==> src/rtl/regfile_init.sv <==
// Multi-port register file that loads its contents from the INIT parameter one
// entry per cycle after reset or on request, then serves two combinational reads.
module regfile_init #(
   parameter int                     WIDTH  = 8,
   parameter int                     DEPTH  = 16,
   parameter logic [DEPTH*WIDTH-1:0] INIT   = '0,
   parameter bit                     BYPASS = 1'b1,
   localparam int                    AW     = $clog2(DEPTH)
) (
   input  logic             clk,
   input  logic             rst_n,
   input  logic             init_req,
   input  logic             we,
   input  logic [AW-1:0]    waddr,
   input  logic [WIDTH-1:0] wdata,
   input  logic [AW-1:0]    raddr_a,
   output logic [WIDTH-1:0] rdata_a,
   input  logic [AW-1:0]    raddr_b,
   output logic [WIDTH-1:0] rdata_b,
   output logic             ready,
   output logic             dbg_state
);

   localparam logic [0:0]    ST_INIT  = 1'b0;
   localparam logic [0:0]    ST_RUN   = 1'b1;
   localparam logic [AW-1:0] PTR_LAST = AW'(DEPTH - 1);

   logic [0:0]       state_q, state_d;
   logic [AW-1:0]    ptr_q, ptr_d;
   logic             ready_q, ready_d;
   logic [WIDTH-1:0] mem_q [DEPTH];
   logic [WIDTH-1:0] init_val;
   logic             user_wr;
   logic             fwd_en;

   always_comb begin
      init_val = INIT[int'(ptr_q)*WIDTH +: WIDTH];
   end

   // A simultaneous init_req cancels the user write and its forwarding.
   always_comb begin
      user_wr = (state_q == ST_RUN) && we && !init_req;
      fwd_en  = (BYPASS != 1'b0) && user_wr;
   end

   always_comb begin
      state_d = state_q;
      ptr_d   = ptr_q;
      ready_d = ready_q;
      case (state_q)
         ST_INIT: begin
            if (ptr_q == PTR_LAST) begin
               state_d = ST_RUN;
               ptr_d   = '0;
               ready_d = 1'b1;
            end else begin
               ptr_d = ptr_q + 1'b1;
            end
         end
         default: begin
            if (init_req) begin
               state_d = ST_INIT;
               ptr_d   = '0;
               ready_d = 1'b0;
            end
         end
      endcase
   end

   always_ff @(posedge clk) begin
      if (!rst_n) begin
         state_q <= ST_INIT;
         ptr_q   <= '0;
         ready_q <= 1'b0;
      end else begin
         state_q <= state_d;
         ptr_q   <= ptr_d;
         ready_q <= ready_d;
      end
   end

   // Storage has no reset of its own; the sweep that follows reset restores it.
   always_ff @(posedge clk) begin
      if (rst_n) begin
         if (state_q == ST_INIT) begin
            mem_q[ptr_q] <= init_val;
         end else if (user_wr) begin
            mem_q[waddr] <= wdata;
         end
      end
   end

   always_comb begin
      rdata_a = '0;
      rdata_b = '0;
      if (rst_n && (state_q == ST_RUN)) begin
         rdata_a = (fwd_en && (raddr_a == waddr)) ? wdata : mem_q[raddr_a];
         rdata_b = (fwd_en && (raddr_b == waddr)) ? wdata : mem_q[raddr_b];
      end
   end

   assign ready     = ready_q;
   assign dbg_state = state_q;

endmodule
==> config.mk <==
export PLATFORM = sky130hd
export DESIGN_NAME = regfile_init
export DESIGN_NICKNAME = d
export VERILOG_FILES = /design/src/rtl/regfile_init.sv
export SDC_FILE = /design/constraint.sdc
export NUM_CORES = 1
export LEC_CHECK = 0
export ABC_CLOCK_PERIOD_IN_PS = 2400
export BUFFER_PORTS_ARGS = -buffer_cell sky130_fd_sc_hd__buf_4
export CORE_UTILIZATION = 50
export CTS_CLUSTER_DIAMETER = 150
export DETAILED_ROUTE_END_ITERATION = 10
export GPL_ROUTABILITY_DRIVEN = 0
export PLACE_DENSITY = 0.68
export SYNTH_ARGS = -nofsm -noshare
export SYNTH_HDL_FRONTEND = slang
export SYNTH_SLANG_ARGS = --single-unit
export TNS_END_PERCENT = 30
==> constraint.sdc <==
create_clock -name clk -period 2.4 [get_ports clk]
set_input_delay 0.12 -clock clk [delete_from_list [all_inputs] [get_ports clk]]
set_output_delay 0.12 -clock clk [all_outputs]
set_load 0.01 [all_outputs]
==> flow_summary.yaml <==
setup_path:
  worstPathRequired_ns: 2.28
  cp-start-kind: "flop"
  reg2reg_from: "dbg_state$_SDFF_PN0_"
  timing.rr.end: "mem_q[14][0]$_DFFE_PP_"
  crit_top_cell: "buf_4"
  regToRegSetupSlack_ns: 0.22
  path_delay_family: "compound AO/OA/AOI/OAI gates"
  critPathBufInv: 3
  crit_chain: "buf_4 > inv_1 > nor3b_4 > a31oi_2 > a22o_1 > buf_4"
  max_stage_delay_ns: 0.36
  cp.arrival_ns: 2.20
  path_class: "reg2out"
  r2r_cells: 5
  cp_max_fo: 11
  cpMaxStageDelayCell: "nor3b_4"
  critPathCaptureType: "primary output"
synthesis:
  yosysWarnings: 0
  syn-num-nets: 411
  syn_area_per_cell_um2: 17.6
  seq_area_frac_synth_pct: 58.3
  yosys-top-cells-area: "edfxtp_1 (57%), mux4_1 (12%), mux4_2 (9.9%), a22oi_1 (3.5%), a22o_1 (2.1%)"
  synthFlopType: "edfxtp_1"
  synth_top_area_cell: "edfxtp_1"
  synth-edff-count: 128
  synth_area_mm2: 0.00680
  synth_top_area_share_pct: 56.5
  synth.distinct_cells: 37
  synthArstFlopShare_pct: 0
  synth-seq-cells: 134
  synthCells: 386
clocking:
  cts_buffer_depth: 2
  root_buffer: "clkbuf_16"
  postCtsSetupBuffers: 0
  ctsHtreeMaxLevel: 4
  tritoncts: "built"
  cts.sinks: 134
  cts_buffers: 17
  clock_latency_ns: 0.42
  path_clk_slew_ns: 0.05
detailed_routing:
  vias: 4175
  wirelength_um: 17200
  drcViolationCount: 0
  ant_nets: 0
  drt_iter0_drc: 577
  dr.pass1.iters: 5
  wl_per_cell_um: 27.2
  viasPerCell: 6.60
sta:
  finalSetupViolations: 0
  tightest_slew_ns: 1.01
  period_needed_ns: 2.32
  max_freq_mhz: 431
  hold_viol_final: 0
  max_slew_margin_pct: 32.3
  clock_skew_ns: 0.00680
  drv_slew: 0
  fin_crit_sh_pct: 96.7
  rsz0062_at_grt: "yes"
global_routing:
  antenna_found_initial: 0
  first_global_vias: 4282
  grt_pass1_wl_um: 25600
  grt_max_degree: 33
  grt_usage_pct: 25.9
  grt-ovfl-total: 0
floorplan:
  die_x_um: 119
  core_area_mm2: 0.0132
  dieArea_mm2: 0.0141
  die_y_um: 119
  initial_utilization_pct: 51.4
  io_pins: 42
  rows: 42
pwr:
  pwr-share-seq_pct: 46.4
  switching_share_pct: 21.4
  vdd_drop_max_uv: 484
  internal_power_mw: 4.38
  power.density_mw_per_mm2: 703
  leakagePower_nw: 2.47
  pwr-share-clk_pct: 46.2
  power_mw: 5.57
  p_switching_mw: 1.20
  combPwrFrac_pct: 7.4
cells_and_area:
  fin_area_mm2: 0.00793
  drive_above_1_share_pct: 29.1
  fin_cells: 633
  diodes: 0
  layout.nets: 469
  syn_to_final_growth_pct: 16.5
placed_design:
  dp_hpwl_um: 11100
  place_area_mm2: 0.00730
  io_buffers: 41
  placedCellCount: 601
status:
  status: "finished clean"
flow_run:
  maxCapViolations: 0
hold_path:
  hp-start: "rst_n"
  hold_depth: 2
  holdCritPathClass: "in2reg"
  whs_endpoint: "ptr_q[3]$_SDFFE_PN0P_"
-- timing repair --
item,4_1_cts,5_1_grt
endpoints found under the setup margin,16,16
endpoints found under the hold margin,0,0
hold buffers,0,0
resized for setup,5,3
-- worst max path at each step --
stage	startpoint	to	slack, ns	depth (start not counted)
2_1_floorplan	dbg_state$_SDFF_PN0_	mem_q[1][0]$_DFFE_PP_	0.33	6
3_3_place_gp	dbg_state$_SDFF_PN0_	rdata_b[6]	0.22	6
3_5_place_dp	dbg_state$_SDFF_PN0_	rdata_b[6]	0.20	6
4_1_cts	dbg_state$_SDFF_PN0_	rdata_a[6]	0.05	6
5_1_grt	dbg_state$_SDFF_PN0_	rdata_a[4]	-0.02	6
6_report	dbg_state$_SDFF_PN0_	rdata_b[6]	0.08	6
-- per-layer routing --
| layer | wire [µm] | global-route usage (%) |
|---|---|---|
| met1 | 6420 | 32.6 |
| met5 | 0 | 0 |
| met4 | 469 | 12.3 |
| met3 | 1490 | 5.84 |
| met2 | 8830 | 42.7 |
-- stage by stage --
step	setup TNS [ns]	utilization [%]	hold slack, ns	worst slack [ns]
after floorplan	0	-	0.313	0.325
after global placement	0	55.1	0.416	0.223
after detailed placement	0	55.1	0.429	0.202
after CTS	0	59.7	0.00214	0.0484
after global routing	-0.0397	59.8	0.0189	-0.0204
final	0	59.8	0.0111	0.0794
-- sequential cells by signal, indices dropped and copies added, names as in the netlist --
signal and count:
dbg_state 1, mem_q 128, ptr_q 4, ready 1
-- final cells by class --
cell class	instances	area, µm²
fillers	965	5320
clock inverters	13	158
multi-input cells	219	2590
inverters	5	18.8
well taps	176	220
clock buffers	19	433
repair buffers	67	541
flip-flops and latches	134	3960
-- synth_stat cells, drive strengths merged (4+ instances only) --
cell           instances
a21oi                  4
a22o                  16
a22oi                 32
a31oi                  8
and2                  10
buf                   20
clkdlybuf4s25          6
dfxtp                  6
edfxtp               128
inv                    5
mux4                  64
nand2                 21
nor2                  23
nor2b                  6
nor3b                  5
xor2                   6
-- placed cells by master, fill, tap and decap left out, types with 3 or more instances in the layout --
cell type   instances
a21oi_1             4
nor2b_1             6
edfxtp_1          128
a22oi_1            32
nor3b_1             4
buf_4              64
xor2_1              6
nand2_1            21
dfxtp_1             6
inv_1               5
and2_1             10
a22o_1             16
mux4_2             30
clkbuf_16          17
nor3_1              3
bufinv_16           3
a31oi_1             6
buf_12              3
mux4_1             32
clkinv_2            3
nor2_1             23
clkinv_4            3
clkinvlp_4          3
-- kinds of logic after synthesis --
family / after synthesis / synth area share [%]
flip-flops: 134 / 58.3
AND/OR/NAND/NOR: 78 / 5.83
XOR/XNOR: 8 / 1.03
AO/OA/AOI/OAI: 68 / 7.47
adder cells (fa/ha/maj): 1 / 0.184
multiplexers: 64 / 23.0
buffers and inverters: 33 / 4.16
-- worst reg2reg max path: cells and delay by family (launching register included) --
kind                   cells  cell delay, ns
buffers and inverters      2            0.36
AND/OR/NAND/NOR            2            1.05
flip-flops                 1            0.30
AO/OA/AOI/OAI              1            0.08
-- power groups by stage --
stage	logic [mW]	clock network, mW	registers (mW)
after floorplan	0.272	0	2.62
after global placement	0.395	0	2.63
after detailed placement	0.400	0	2.63
after CTS	0.405	2.58	2.58
after global routing	0.435	2.68	2.59
final	0.412	2.58	2.59
Note: power is estimated with default switching activity, not from simulation.
